## src/rtl/io_bus_arbiter_pkg.sv

```systemverilog
// Shared types and constants for the peripheral I/O bus arbiter.
// Holds the FSM encoding, bus strobe codes and the per-requester request bundle.
package io_bus_pkg;

   typedef enum logic [1:0] {
      ST_IDLE = 2'd0,
      ST_WAIT = 2'd1,
      ST_DONE = 2'd2
   } state_t;

   // Strobe encodings are {rd,wr}.
   localparam logic [1:0]  RW_NONE      = 2'b00;
   localparam logic [1:0]  RW_WR        = 2'b01;
   localparam logic [1:0]  RW_RD        = 2'b10;
   localparam logic [15:0] TIMEOUT_DATA = 16'hFFFF;

   typedef struct packed {
      logic [1:0]  rw;
      logic [15:0] adr;
      logic [15:0] data;
      logic        bw;
   } reqBundle_t;

   // A request asserting both rd and wr is served as a read.
   function automatic logic [1:0] normRw(input logic [1:0] rw);
      return rw[1] ? RW_RD : rw;
   endfunction

endpackage

```

## src/rtl/io_bus_arbiter_rr_pick2.sv

```systemverilog
// Two-way round-robin winner select: prio breaks ties, a lone requester always wins.
module io_rr_pick2 (
   input  logic [1:0] req,
   input  logic       prio,
   output logic       winner,
   output logic       valid
);

   always_comb begin
      valid  = |req;
      winner = (req == 2'b11) ? prio : req[1];
   end

endmodule

```

## src/rtl/io_bus_arbiter.sv

```systemverilog
// Round-robin arbiter sharing the peripheral I/O bus between the CPU I/O unit
// and the DMA/debug master; one-cycle strobe, then ack or timeout completion.
module io_bus_arbiter
   import io_bus_pkg::*;
#(
   parameter int TIMEOUT_CYC = 255,
   parameter int CNT_W       = 8
) (
   input  logic        iClk,
   input  logic        iRst_n,
   input  logic        iReq0,
   input  logic        iReq1,
   input  logic [1:0]  iRW0,
   input  logic [1:0]  iRW1,
   input  logic [15:0] iAdr0,
   input  logic [15:0] iAdr1,
   input  logic [15:0] iData0,
   input  logic [15:0] iData1,
   input  logic        iBW0,
   input  logic        iBW1,
   output logic        oAck0,
   output logic        oAck1,
   output logic [15:0] oData0,
   output logic [15:0] oData1,
   output logic [1:0]  oBusRW,
   output logic [15:0] oBusAdr,
   output logic [15:0] oBusData,
   output logic        oBusBW,
   input  logic        iBusAck,
   input  logic [15:0] iBusData,
   output logic        oOwner,
   output logic        oTimeout
);

   localparam logic [CNT_W-1:0] TIMEOUT_LAST = CNT_W'(TIMEOUT_CYC);

   state_t           state;
   state_t           stateNext;
   logic             prio;
   logic [CNT_W-1:0] counter;

   logic             winner;
   logic             anyReq;
   reqBundle_t       req0;
   reqBundle_t       req1;
   reqBundle_t       winReq;

   logic             grant;
   logic             ackHit;
   logic             toHit;
   logic [15:0]      doneData;

   io_rr_pick2 uPick (
      .req    ({iReq1, iReq0}),
      .prio   (prio),
      .winner (winner),
      .valid  (anyReq)
   );

   always_comb begin
      req0   = '{rw: iRW0, adr: iAdr0, data: iData0, bw: iBW0};
      req1   = '{rw: iRW1, adr: iAdr1, data: iData1, bw: iBW1};
      winReq = winner ? req1 : req0;
   end

   // NOTE: every signal is given a default before the case so no path leaves it unassigned (no latches).
   always_comb begin
      stateNext = state;
      grant     = 1'b0;
      ackHit    = 1'b0;
      toHit     = 1'b0;
      unique case (state)
         ST_IDLE: begin
            if (anyReq) begin
               grant     = 1'b1;
               stateNext = ST_WAIT;
            end
         end
         ST_WAIT: begin
            // A real ack on the last counted cycle beats the timeout.
            if (iBusAck) begin
               ackHit    = 1'b1;
               stateNext = ST_DONE;
            end else if (counter == TIMEOUT_LAST) begin
               toHit     = 1'b1;
               stateNext = ST_DONE;
            end
         end
         ST_DONE: stateNext = ST_IDLE;
         default: stateNext = ST_IDLE;
      endcase
      doneData = ackHit ? iBusData : TIMEOUT_DATA;
   end

   // NOTE: sequential state uses non-blocking assignments so every register samples pre-edge values.
   always_ff @(posedge iClk) begin
      if (!iRst_n) begin
         state    <= ST_IDLE;
         prio     <= 1'b0;
         counter  <= '0;
         oBusRW   <= RW_NONE;
         oBusAdr  <= '0;
         oBusData <= '0;
         oBusBW   <= 1'b0;
         oAck0    <= 1'b0;
         oAck1    <= 1'b0;
         oData0   <= '0;
         oData1   <= '0;
         oOwner   <= 1'b0;
         oTimeout <= 1'b0;
      end else begin
         state    <= stateNext;
         oBusRW   <= RW_NONE;
         oAck0    <= 1'b0;
         oAck1    <= 1'b0;
         oTimeout <= 1'b0;

         if (grant) begin
            oBusRW   <= normRw(winReq.rw);
            oBusAdr  <= winReq.adr;
            oBusData <= winReq.data;
            oBusBW   <= winReq.bw;
            oOwner   <= winner;
            prio     <= ~winner;
            counter  <= '0;
         end

         if (state == ST_WAIT && !ackHit && !toHit) begin
            counter <= counter + CNT_W'(1);
         end

         // Only the owner's return path moves; the other requester's outputs stay put.
         if (ackHit || toHit) begin
            oTimeout <= toHit;
            if (oOwner) begin
               oData1 <= doneData;
               oAck1  <= 1'b1;
            end else begin
               oData0 <= doneData;
               oAck0  <= 1'b1;
            end
         end
      end
   end

endmodule

```

## config.mk

```make
export PLATFORM = sky130hd
export DESIGN_NAME = io_bus_arbiter
export DESIGN_NICKNAME = d
export VERILOG_FILES = /design/src/rtl/io_bus_arbiter_pkg.sv /design/src/rtl/io_bus_arbiter_rr_pick2.sv /design/src/rtl/io_bus_arbiter.sv
export SDC_FILE = /design/constraint.sdc
export NUM_CORES = 1
export LEC_CHECK = 0
export ABC_CLOCK_PERIOD_IN_PS = 2000
export BUFFER_PORTS_ARGS = -buffer_cell sky130_fd_sc_hd__buf_2
export CORE_ASPECT_RATIO = 1.2
export CORE_MARGIN = 2
export CORE_UTILIZATION = 35
export DETAILED_ROUTE_END_ITERATION = 8
export SLEW_MARGIN = 20
export SYNTH_ARGS = -nofsm -noshare
export SYNTH_HDL_FRONTEND = slang
export SYNTH_SLANG_ARGS = --single-unit
```

## constraint.sdc

```tcl
create_clock -name iClk -period 2 [get_ports iClk]
set_clock_uncertainty 0.15 [all_clocks]
set_input_delay 0.2 -clock iClk [delete_from_list [all_inputs] [get_ports iClk]]
set_output_delay 0.2 -clock iClk [all_outputs]
set_load 0.03 [all_outputs]
```

# == After elaboration in Yosys (flattened, before gate mapping) ==
# Index checks and enable logic that the tools add are counted.
# op_classes
shift,0
reduce_logical,14
eq_ne,5
div,0
magnitude_cmp,0
n_bitwise,4
n_mul,0
n_mux,19
addsub,1
# op_table
op,n
$mux W35,1
$mux W16,1
$mux W8,2
$mux W1,10
$reduce_and A2 Y1,5
$add A8 B1 Y8 const B,1
$eq A8 B8 Y1 const B,1
$mux W2,4
$not A1 Y1,4
$pmux W2 S2,1
$ne A3 B3 Y1 const B,1
$reduce_or A3 Y1,1
$eq A2 B1 Y1 const B,1
$eq A2 B2 Y1 const B,1
$logic_and A1 B1 Y1,2
$logic_not A1 Y1,2
$logic_not A2 Y1,1
$ne A2 B2 Y1 const B,1
$reduce_bool A2 Y1,1
$reduce_or A2 Y1,1
$logic_or A1 B1 Y1,1
# totals
mem_bits_ro,0
in_bits,91
regBits,82
mem_bits_rw,0
memories,0
out_inout_bits,71
wordCells,57
latchBits,0

# == Logic depth before layout (Yosys ltp) ==
# logic_depth
depth_word,7
depth_mapped,7
mapped_depth_nobuf,5

# == Hierarchy ==
# Synthesis repeated with hierarchy kept, for this count alone.
# hier_totals
cells_unflattened,308
hier_area_um2,3276.9
# by_module_without_submodules
mod,seq_area_each_um2,instances,cells_each,area_each_um2
io_bus_arbiter,1641.6,1,305,3259.4
io_rr_pick2,0.0,1,3,17.5

# == Worst setup path after synthesis ==
# No wires, ideal clock.
# synth_path
path_type,register to register
start,reg counter[0]
end,reg oData1[10]
stages_incl_launch_ff,8
synth_period_minus_slack_ps,1722
slack_ps,278
setup_time_ps,119
path_buffers,2
arrival_time_ps,1454
cell_sequence,dfxtp_1 -> ha_1 -> nand4_1 -> o21bai_2 -> and3_1 -> buf_6 -> buf_6 -> o221a_1
# synth_between
elab_chain_cells,6
# synth_lines
element,line_no,rtl
from (decl),io_bus_arbiter.sv:40,logic [CNT_W-1:0] counter;
from (signal assigned),io_bus_arbiter.sv:129,counter <= counter + CNT_W'(1);
$eq A8 B8 Y1,io_bus_arbiter.sv:84,end else if (counter == TIMEOUT_LAST) begin
$mux W1,io_bus_arbiter.sv:84,
$mux W1,io_bus_arbiter.sv:81,if (iBusAck) begin
$mux W1,io_bus_arbiter.sv:72,unique case (state)
$logic_or A1 B1 Y1,io_bus_arbiter.sv:133,if (ackHit || toHit) begin
$reduce_and A2 Y1 (no source line),--,
to (signal assigned),io_bus_arbiter.sv:136,oData1 <= doneData;
to (decl),io_bus_arbiter.sv:24,"output logic [15:0] oData1,"
# No other way between the ends.
# A chain may end at the register's enable or synchronous reset.

# == Worst setup path after layout ==
# layout_path
start,reg counter[0]
end,reg oData0[10]
# layout_between
elab_chain_cells,6
# layout_lines
element,line_no,rtl
$eq A8 B8 Y1,io_bus_arbiter.sv:84,
$mux W1,io_bus_arbiter.sv:84,
$mux W1,io_bus_arbiter.sv:81,
$mux W1,io_bus_arbiter.sv:72,
$logic_or A1 B1 Y1,io_bus_arbiter.sv:133,
$reduce_and A2 Y1 (no source line),--,
to (signal assigned),io_bus_arbiter.sv:139,oData0 <= doneData;
to (decl),io_bus_arbiter.sv:23,"output logic [15:0] oData0,"
# No other way between the ends.

==> flow_summary_export.csv <==
group,metric,value,unit
route,drc,0,
yosys,syn_area_per_cell,11.8,µm²
die,initial_core_util,35.7,%
grt,grt_remaining_overflow,0,
route,wl_per_cell,15.6,µm
sta,period_needed,1830,ps
setup_path,cp_max_fo,16,
setup_path,crit_buf_inv,1,
cts,clk_pin_slew_worst_paths,80,ps
route,drt_iter0_drc,284,
final_layout,multi_input_area,1390,µm²
final_layout,layout_commonest_cell,"buf_2",
placement,dpl.hpwl,5.69,mm
sta,rsz0062_at_grt,"no",
setup_path,r2r-end,"oData0[10]",
sta,hold_violations,0,
cts,root_buffer,"clkbuf_8",
setup_path,crit_cells,6,
yosys,ys_ff_latch,82,
cts,cts_buffers,9,
worst_hold_path,hold_start,"iRW1[1]",
setup_path,r2r-start,"counter[0]",
final_layout,final_cell_mix,"161 x buf_2, 82 x dfxtp_1, 82 x dlygate4sd3_1",
die,core,8990,µm²
setup_path,r2r_cells,6,
final_layout,area_growth_syn_to_layout,59.3,%
sta,setup_violations,0,
setup_path,path_cells,"ha_2, nand4_1, o21bai_2, and3b_1, buf_12, o221a_1",
setup_path,end_kind,"register",
die,rows,38,
sta,whs,39.7,ps
setup_path,slowest_delay,420,ps
sta,slew_viol_final,0,
die,die_y,109,µm
worst_hold_path,hold_class,"primary input to register",
grt,grt_pass1_wl,15.8,mm
setup_path,path_class,"register to register",
setup_path,critPathArrivalTime,1960,ps
route,via_per_inst,5.21,
cts,clk_latency,350,ps
placement,io_buffers,161,
yosys,synth_nets,364,
cts,post_cts_buffers,0,
power,vdd_drop_max,433,µV
sta,fin_tns_setup,0,ps
route,vias,3294,
setup_path,r2r_setup_slack,170,ps
yosys,yosys_warnings,0,
sta,max-slew-margin-rel,69.3,%
route,dr.pass1.iters,6,
route,antenna_left,0,
sta,worstMarginPinSlew,461,ps
route,wl,9.87,mm
yosys,synth_cell_types,46,
setup_path,crit_family,"simple AND/OR/NAND/NOR gates",
placement,gp_congestion,0.771,
grt,antenna_found_initial,0,
job,max-cap-violations,0,
cts,cts.sinks,82,
die,die_w,91.4,µm
final_layout,final.fill_count,756,
grt,grt_max_degree,41,
power,p_per_area,760,nW/µm²
run_status,status,"finished clean",
sta,fmax,0.547,GHz
yosys,synth_area,3210,µm²
die,dieArea,9950,µm²
power,leakage,0.00231,µW
final_layout,layout-drive-gt1-share,40.4,%
sta,finalCritPeriodShare,91.4,%
setup_path,worstSetupStartpointType,"register",
die,ios,162,
grt,grt_pass1_vias,3265,
cts,htreeDepth,3,
cts,cts_tree,"built",
final_layout,diodes,0,
setup_path,crit_slowest_cell,"dfxtp_1",
grt,track_usage,19.7,%
final_layout,seqCellArea,1640,µm²
worst_hold_path,whs_endpoint,"oBusRW[1]",
setup_path,required,2130,ps
yosys,syn_inst,272,
cts,clock_path_buffers,2,
worst_hold_path,hold_depth,3,
final_layout,nNetsFinal,600,
yosys,ys_seq_area_share,51.2,%
==> synthesized netlist by cell type (all sizes together) <==
library cell / instances / area, µm²
a2111oi: 1 / 27.5
a211o: 1 / 8.76
a21boi: 1 / 7.51
a21o: 2 / 15.0
a21oi: 5 / 25.0
a222oi: 33 / 330
a22o: 1 / 8.76
a31oi: 1 / 6.26
and2: 1 / 6.26
and3: 5 / 31.3
and3b: 1 / 8.76
and4: 1 / 8.76
and4bb: 1 / 12.5
buf: 17 / 151
clkbuf: 8 / 30.0
dfxtp: 82 / 1640
ha: 1 / 12.5
inv: 2 / 7.50
mux2i: 3 / 30.0
nand2: 3 / 11.3
nand2b: 1 / 6.26
nand3: 5 / 42.5
nand3b: 1 / 11.3
nand4: 2 / 12.5
nand4bb: 1 / 11.3
nor2: 4 / 15.0
nor2b: 39 / 246
nor3: 1 / 5.00
nor3b: 3 / 27.5
o211a: 1 / 10.0
o21a: 1 / 7.51
o21ai: 6 / 30.0
o21bai: 1 / 11.3
o221a: 32 / 360
or2b: 1 / 7.51
or3: 1 / 6.26
xnor2: 2 / 17.5
==> layout make-up <==
type	count	share of cell area (%)
sequential	82	32.1
clock buffer	11	2.96
timing repair buffer	250	33.6
inverter	2	0.147
clock inverter	4	1.00
multi-input combinational	163	27.2
tap	120	2.94
==> stage by stage <==
| stage | cell area, µm² | std cells | power, µW | utilization (%) | worst slack (ps) |
|---|---|---|---|---|---|
| 2_1_floorplan | 3210 | 272 | 2310 | - | 278 |
| 3_3_place_gp | 4080 | 535 | 2540 | 45.4 | 220 |
| 3_5_place_dp | 4080 | 535 | 2550 | 45.4 | 184 |
| 4_1_cts | 5100 | 632 | 3910 | 56.8 | 147 |
| 5_1_grt | 5110 | 632 | 4060 | 56.9 | 30.2 |
| 6_report | 5110 | 632 | 3880 | 56.9 | 172 |
==> power by group <==
| group | leakage [µW] | internal (µW) | switching (µW) |
|---|---|---|---|
| combinational | 0.00154 | 388 | 472 |
| clock | 0.000101 | 639 | 588 |
| sequential | 0.000670 | 1730 | 62.7 |
| total | 0.00231 | 2760 | 1120 |
==> per-layer routing <==
metal | GRT usage, % | routed length [µm] | vias up
li1 | - | - | 1557
met1 | 25.7 | 4320 | 1549
met2 | 31.1 | 4530 | 174
met3 | 6.15 | 866 | 14
met4 | 6.71 | 148 | 0
met5 | 0 | 0 | -
==> kinds of logic after synthesis <==
group                      count (synthesis)  synth area share, %
DFF                                       82                 51.1
muxes                                      3                0.936
AOI/OAI and AO/OA                         86                 26.4
adders and majority gates                  1                0.390
and+or+nand+nor                           71                 14.7
buffers and inverters                     27                 5.89
xor gates and xnor gates                   2                0.546
==> worst max path at each step <==
stage,startpoint,to,slack (ps)
floorplan,counter[0],oData1[10],280
global placement,counter[0],counter[3],220
detailed placement,counter[0],counter[3],180
CTS,counter[0],counter[3],150
global route,counter[0],oData0[10],30
finish,counter[0],oData0[10],170
==> worst register-to-register path: cells and delay by family (launching register included) <==
family / cells / cell delay [ps]
buffers and inverters: 1 / 150
AO/OA/AOI/OAI: 2 / 380
flip-flops: 1 / 420
adder cells (fa/ha/maj): 1 / 240
AND/OR/NAND/NOR: 2 / 420
==> state kept, by name (all words and copies together) (netlist names) <==
register and count:
oAck0 1, counter 8, oData0 16, oBusAdr 16, oAck1 1, oBusBW 1
state 2, oTimeout 1, prio 1, oOwner 1, oBusData 16, oData1 16
oBusRW 2
==> timing repair <==
action,4_1_cts,5_1_grt
setup endpoints to repair,0,2
hold buffers,82,0
resized for setup,0,3
endpoints found under the hold margin,65,0
No activity file was read; power rests on OpenSTA's default activity.
